File: config.mk
export PLATFORM = sky130hd
export DESIGN_NAME = proc_seq_ctrl
export DESIGN_NICKNAME = d
export VERILOG_FILES = /design/src/rtl/proc_seq_ctrl.sv
export SDC_FILE = /design/constraint.sdc
export NUM_CORES = 1
export LEC_CHECK = 0
export ABC_CLOCK_PERIOD_IN_PS = 5080
export CAP_MARGIN = 20
export CORE_MARGIN = 2
export CORE_UTILIZATION = 50
export DETAILED_ROUTE_END_ITERATION = 16
export GPL_TIMING_DRIVEN = 0
export HOLD_SLACK_MARGIN = 0.05
export PLACE_DENSITY_LB_ADDON = 0.3
export SLEW_MARGIN = 20
export SYNTH_ARGS = -nofsm -noshare
export SYNTH_HDL_FRONTEND = slang
export SYNTH_SLANG_ARGS = --single-unit
File: constraint.sdc
create_clock -name clk -period 5.08 [get_ports clk]
set_clock_uncertainty 0.2 [all_clocks]
set_input_delay 1.016 -clock clk [delete_from_list [all_inputs] [get_ports clk]]
set_output_delay 1.016 -clock clk [all_outputs]
set_load 0.1 [all_outputs]
File: src/rtl/proc_seq_ctrl.sv
// Multi-cycle FETCH/DECODE/EXEC/MEM/WB control sequencer with memory-ack timeout.
// Define PROC_SEQ_PERF_EN to add the retired/cycles performance counters.
module proc_seq_ctrl #(
  parameter int TIMEOUT = 15,
  parameter int CNT_W   = 32
) (
  input  logic             clk,
  input  logic             rst_n,
  input  logic             WRITE_MF,
  input  logic             run,
  input  logic [5:0]       opcode,
  input  logic             mem_ack,
  input  logic             br_taken,
  output logic [3:0]       state,
  output logic             mem_req,
  output logic             mem_we,
  output logic             ir_we,
  output logic             pc_we,
  output logic [1:0]       pc_src,
  output logic             reg_we,
  output logic             reg_dst,
  output logic             mem_to_reg,
  output logic             alu_src_imm,
  output logic             instruction_executed,
  output logic             halted,
  output logic             fault
`ifdef PROC_SEQ_PERF_EN
  ,
  output logic [CNT_W-1:0] retired,
  output logic [CNT_W-1:0] cycles
`endif
);

  typedef enum logic [3:0] {
    S_IDLE   = 4'd0,
    S_LOAD   = 4'd1,
    S_FETCH  = 4'd2,
    S_DECODE = 4'd3,
    S_EXEC   = 4'd4,
    S_MEM    = 4'd5,
    S_WB     = 4'd6,
    S_HALT   = 4'd7,
    S_FAULT  = 4'd8
  } state_t;

  localparam logic [5:0] OP_R    = 6'h00;
  localparam logic [5:0] OP_LW   = 6'h23;
  localparam logic [5:0] OP_SW   = 6'h2B;
  localparam logic [5:0] OP_BEQ  = 6'h04;
  localparam logic [5:0] OP_J    = 6'h02;
  localparam logic [5:0] OP_HALT = 6'h3F;
  localparam logic [7:0] TIMEOUT_C = 8'(TIMEOUT);

  state_t     state_q, state_d;
  logic [7:0] wait_q, wait_d;

  logic is_r, is_lw, is_sw, is_beq, is_j, is_halt;
  logic waiting;
  logic mem_req_int, mem_we_int, ir_we_int, pc_we_int;
  logic reg_we_int, reg_dst_int, mem_to_reg_int, alu_src_imm_int, retire_int;
  logic [1:0] pc_src_int;

  assign is_r    = (opcode == OP_R);
  assign is_lw   = (opcode == OP_LW);
  assign is_sw   = (opcode == OP_SW);
  assign is_beq  = (opcode == OP_BEQ);
  assign is_j    = (opcode == OP_J);
  assign is_halt = (opcode == OP_HALT);

  always_comb begin
    state_d         = state_q;
    wait_d          = '0;
    waiting         = 1'b0;
    mem_req_int     = 1'b0;
    mem_we_int      = 1'b0;
    ir_we_int       = 1'b0;
    pc_we_int       = 1'b0;
    pc_src_int      = 2'b00;
    reg_we_int      = 1'b0;
    reg_dst_int     = 1'b0;
    mem_to_reg_int  = 1'b0;
    alu_src_imm_int = 1'b0;
    retire_int      = 1'b0;

    case (state_q)
      S_IDLE: begin
        if (WRITE_MF)  state_d = S_LOAD;
        else if (run)  state_d = S_FETCH;
      end
      S_LOAD: begin
        if (!WRITE_MF) state_d = S_IDLE;
      end
      S_FETCH: begin
        mem_req_int = 1'b1;
        if (mem_ack) begin
          ir_we_int = 1'b1;
          pc_we_int = 1'b1;
          state_d   = S_DECODE;
        end else begin
          waiting = 1'b1;
        end
      end
      S_DECODE: state_d = S_EXEC;
      S_EXEC: begin
        if (is_lw || is_sw) begin
          alu_src_imm_int = 1'b1;
          state_d         = S_MEM;
        end else if (is_beq) begin
          pc_we_int  = br_taken;
          pc_src_int = 2'b01;
          retire_int = 1'b1;
          state_d    = S_FETCH;
        end else if (is_j) begin
          pc_we_int  = 1'b1;
          pc_src_int = 2'b10;
          retire_int = 1'b1;
          state_d    = S_FETCH;
        end else if (is_halt) begin
          retire_int = 1'b1;
          state_d    = S_HALT;
        end else begin
          alu_src_imm_int = !is_r;
          state_d         = S_WB;
        end
      end
      S_MEM: begin
        mem_req_int = 1'b1;
        mem_we_int  = is_sw;
        if (mem_ack) begin
          if (is_sw) begin
            retire_int = 1'b1;
            state_d    = S_FETCH;
          end else begin
            state_d = S_WB;
          end
        end else begin
          waiting = 1'b1;
        end
      end
      S_WB: begin
        reg_we_int     = 1'b1;
        reg_dst_int    = is_r;
        mem_to_reg_int = is_lw;
        retire_int     = 1'b1;
        state_d        = S_FETCH;
      end
      S_HALT:  state_d = S_HALT;
      S_FAULT: state_d = S_FAULT;
      default: state_d = S_IDLE;
    endcase

    // Any cycle not spent waiting leaves the counter at zero, so entry clears it.
    if (waiting) begin
      wait_d = wait_q + 8'd1;
      if (wait_d >= TIMEOUT_C) state_d = S_FAULT;
    end
  end

  always_ff @(posedge clk) begin
    if (!rst_n) begin
      state_q <= S_IDLE;
      wait_q  <= '0;
    end else begin
      state_q <= state_d;
      wait_q  <= wait_d;
    end
  end

  // Outputs are forced low for as long as reset is held, even mid-instruction.
  assign state                = rst_n ? 4'(state_q) : 4'd0;
  assign mem_req              = rst_n & mem_req_int;
  assign mem_we               = rst_n & mem_we_int;
  assign ir_we                = rst_n & ir_we_int;
  assign pc_we                = rst_n & pc_we_int;
  assign pc_src               = rst_n ? pc_src_int : 2'b00;
  assign reg_we               = rst_n & reg_we_int;
  assign reg_dst              = rst_n & reg_dst_int;
  assign mem_to_reg           = rst_n & mem_to_reg_int;
  assign alu_src_imm          = rst_n & alu_src_imm_int;
  assign instruction_executed = rst_n & retire_int;
  assign halted               = rst_n & (state_q == S_HALT);
  assign fault                = rst_n & (state_q == S_FAULT);

`ifdef PROC_SEQ_PERF_EN
  logic [CNT_W-1:0] retired_q, retired_d, cycles_q, cycles_d;
  logic             active;

  assign active = (state_q inside {S_FETCH, S_DECODE, S_EXEC, S_MEM, S_WB});

  always_comb begin
    retired_d = retired_q + CNT_W'(retire_int);
    cycles_d  = cycles_q + CNT_W'(active);
  end

  always_ff @(posedge clk) begin
    if (!rst_n) begin
      retired_q <= '0;
      cycles_q  <= '0;
    end else begin
      retired_q <= retired_d;
      cycles_q  <= cycles_d;
    end
  end

  assign retired = rst_n ? retired_q : '0;
  assign cycles  = rst_n ? cycles_q : '0;
`endif

endmodule

### Word-level counts from Yosys, hierarchy flattened

Index checks and enable logic that the tools add are counted.

* bits in registers: 12
* bits of input ports: 12
* output and inout port bits: 17
* word-level logic and storage cells: 78

* add/sub/neg operators: 1
* magnitude comparators: 1
* eq/ne operators: 13
* multiplexer cells: 44
* bitwise operators: 11
* reduce and logical (&&, ||, !) cells: 6

Operators by type and width (number)
* 4-bit case mux with 9 select lines: 1
* 4-bit two-way mux: 8
* 1-bit two-way mux: 24
* 6-bit == test (second input constant): 3
* 4-bit by 3-bit == test with 1-bit output (second input constant): 4
* 3-bit two-way mux: 4
* 1-bit bitwise AND: 11
* 2-bit two-way mux: 5
* 8-bit by 1-bit adder with 8-bit output (second input constant): 1
* 4-bit by 2-bit == test with 1-bit output (second input constant): 2
* 8-bit by 4-bit greater-or-equal comparator with 1-bit output (second input constant): 1
* 6-bit by 2-bit == test with 1-bit output (second input constant): 1
* 6-bit by 3-bit == test with 1-bit output (second input constant): 1
* 6-bit logical NOT: 1
* 4-bit by 1-bit == test with 1-bit output (second input constant): 1
* 4-bit == test (second input constant): 1
* 4-bit logical NOT: 1
* 1-bit case mux with 3 select lines: 1
* 1-bit case mux with 2 select lines: 1
* 2-bit AND reduction: 1
* 2-bit OR reduction: 1
* 1-bit logical NOT: 1
* 1-bit logical OR: 1

### Longest topological paths before layout

* word-level depth: 8
* gate-level depth with buffers: 6

### Least setup slack after synthesis

No wires, ideal clock.

* path kind: in2out
* from: input port opcode[0]
* to: output port reg_dst
* arrival: 4.429 ns
* required time: 3.864 ns
* setup slack: -0.565 ns
* cell stages on the path: 2
* cell sequence: or4_1 nor4_1

* cells in the longest elaborated chain, start to end: 3

RTL lines
* from (decl): line 11 `input logic [5:0] opcode,`
* 6-bit logical NOT: line 63 `assign is_r = (opcode == OP_R);`
* 1-bit two-way mux: line 85 `case (state_q)`
* 1-bit bitwise AND: line 177 `assign reg_dst = rst_n & reg_dst_int;`
* to (decl): line 21 `output logic reg_dst,`

Every way passes these cells.

### Worst setup path after layout

* from: input port opcode[3]
* to: output port reg_dst

Same word-level chain as after synthesis.

==> reports/summary.txt <==
GR Util met2: 43.16%
post-synthesis sequential area ratio: 24.62%
Nets: 176
final hold violations: 0
adder-cell share of the synthesized area: 2.564%
async set-reset flop share out of synthesis: 0%
PD cells: 175.2 nW/um2
Hold Crit Endpoint: wait_q[0]$_SDFF_PN0_
post-synth top area share: 24.62%
placer congestion estimate: 0.9784
met1 global-route usage: 30.18%
GRT Total Usage: 24.41%
max-slew violation count: 0
crit path kind: in2out
multiplexer area fraction after synthesis: 0%
status: completed
largest net degree at the start of global routing: 11
clock slew at reported path FFs: 70 ps
core area: 1783 um2
Initial Util: 54.74%
worst r2r path cells: 6
initial antenna violation count: 0
Lkg Pwr: 0.0005144 uW
RSZ-0062 raised after global routing: no
crit end category: output port
half-perimeter wire length after placement: 2005 um
total negative slack: 0 ps
Synth area leaders: dfxtp_1, nor2_1, and2_1
Final period util: 92.57%
post-synthesis xor/xnor area fraction: 3.590%
Post-synth top cells: nor2_1, dfxtp_1, and2_1, nand2_1, o21ai_0
CTS tree: yes
min Tclk post-route: 4703 ps
Mean Syn Cell Area: 7.565 um2
first-pass GRT wire length: 4002 um
Post-synth EDFFs: 0
syn nets: 143
worst vdd ir: 0.1895 mV
CP Data Required Time: 3860 ps
via density per instance: 5.941
fmax: 212.6 MHz
hold crit path type: reg2reg
Synth cell types: 50
Reg2Reg Setup Slack: 3050 ps
hold path start: wait_q[0]$_SDFF_PN0_
grt ovf: 0
drt wl/cell: 13.98 um
share of cells above drive strength 1: 13.04%
hold depth: 1
Worst R2R Start: wait_q[0]$_SDFF_PN0_
# clock sinks: 12
filler cell count: 132
clock tree buffer depth: 2
main combinational cell family by area after synthesis: simple AND/OR/NAND/NOR gates
area share of and/or/nand/nor cells after synthesis: 41.67%
final instance area: 1343 um2
die area: 2321 um2
compound-cell area share of the yosys netlist: 23.59%
R2R Path End: state_q[3]$_SDFF_PN0_
Pre-antenna DRT Iters: 4
number of max-cap violations: 0
Final Power: 235.2 uW
vias in the first global route: 940
1st-iter DRT viols: 37
Post-DRT Antenna Nets: 0
drc violations: 0
measured slew at the worst slew-check pin: 977.7 ps
die width: 48.18 um
gr busiest metal: met2
drt total wl: 2601 um
DR vias: 1105
maximum fanout along the worst path: 6
total CTS buffers: 3
Crit. Startpoint: opcode[3]
dpl cell area: 1304 um2
Top FF cell, synth: dfxtp_1
critical path arrival: 3490 ps
chip height: 48.18 um
Clk Latency, worst-skew pair: 270 ps
CTS HTree Levels: 1
most instantiated library cell after synthesis: nor2_1
Worst setup SP type: input pin
ANT cells: 0
io pins: 29
PortBufs: 28
cell row count: 15
Yosys reg bits: 12
post-synthesis cell area: 975.9 um2
max_slew headroom: 34.61%
root buffer cell: clkbuf_4
area leader, netlist: dfxtp_1
Final setup viols: 0
met3 GRT Util: 2.963%
Area Overhead vs Synth: 37.56%
Mapped Cells: 129
YS warnings: 0
==> flip-flops by register name, indices dropped and copies added, names as in the netlist <==
signal / flops
wait_q: 8
state_q: 4
==> per-layer routing <==
metal  part of all wire, %  wire [um]  up-vias
met5                     0          0        -
met4                   1.2         30        0
met3                   9.0        235        6
met2                    49       1272       59
met1                    41       1062      503
li1                      -          -      537
==> worst max path at each step <==
stage                           end  slack [ps]  cells past startpoint
2_1_floorplan            mem_to_reg         320                      3
3_3_place_gp   instruction_executed         200                      7
3_5_place_dp   instruction_executed         110                      7
4_1_cts        instruction_executed         110                      7
5_1_grt                 alu_src_imm         190                      6
6_report                    reg_dst         380                      4
==> kinds of logic (layout without fill, tap and decap cells) <==
kind of cell	after synthesis	in the layout
compound gates	30	30
xor+xnor	4	4
fa+ha+maj	2	2
buf+inv	10	42
flops	12	12
simple gates	71	71
==> stage by stage <==
stage	setup WS, ps	std cells	hold slack [ps]	utilization [%]
after detailed placement	113.2	182	306.8	73.12
after floorplan	316.6	129	267.1	-
after global placement	203.3	182	292.9	73.12
after global routing	185.9	186	368.2	75.30
after CTS	110.8	186	328.4	75.16
final	377.3	186	322.5	75.30
==> layout by cell type (no fill, tap or decap), drive strengths merged, types with 3 or more instances in the layout <==
cell           synthesis  layout
nand2                  7       7
a21oi                  8       8
nor3                   4       4
o21ai                  7       7
and3                   5       5
dfxtp                 12      12
clkdlybuf4s50          0      27
nand3                  5       5
and2                   8       8
nor2                  17      17
xor2                   3       3
clkbuf                 3       7
nor2b                  5       5
inv                    6       6
==> where the power goes <==
part           internal [uW]  switching, uW
logic                   22.9           38.7
registers               95.9           2.47
clock network           43.6           31.6
==> area by class of cell <==
class / count / area [um2] / share of cell area (%)
multi-input cells: 107 / 713.2 / 53.12
flip-flops and latches: 12 / 240.2 / 17.89
inverters: 6 / 22.52 / 1.678
repair buffers: 28 / 282.8 / 21.06
clock buffers: 4 / 36.28 / 2.703
well taps: 25 / 31.28 / 2.330
plain buffers: 4 / 16.27 / 1.212
==> critical path, cell delays in order <==
cell and delay [ps]:
clkdlybuf4s50_1 510, or4_1 570, nor4_2 220, clkdlybuf4s50_1 1170
==> repair_timing <==
item | 4_1_cts | 5_1_grt
setup endpoints to repair | 0 | 1
buffers inserted | 0 | 0
resized for setup | 0 | 1
hold buffers | 0 | 0
Power figures use the tool's default switching activity.
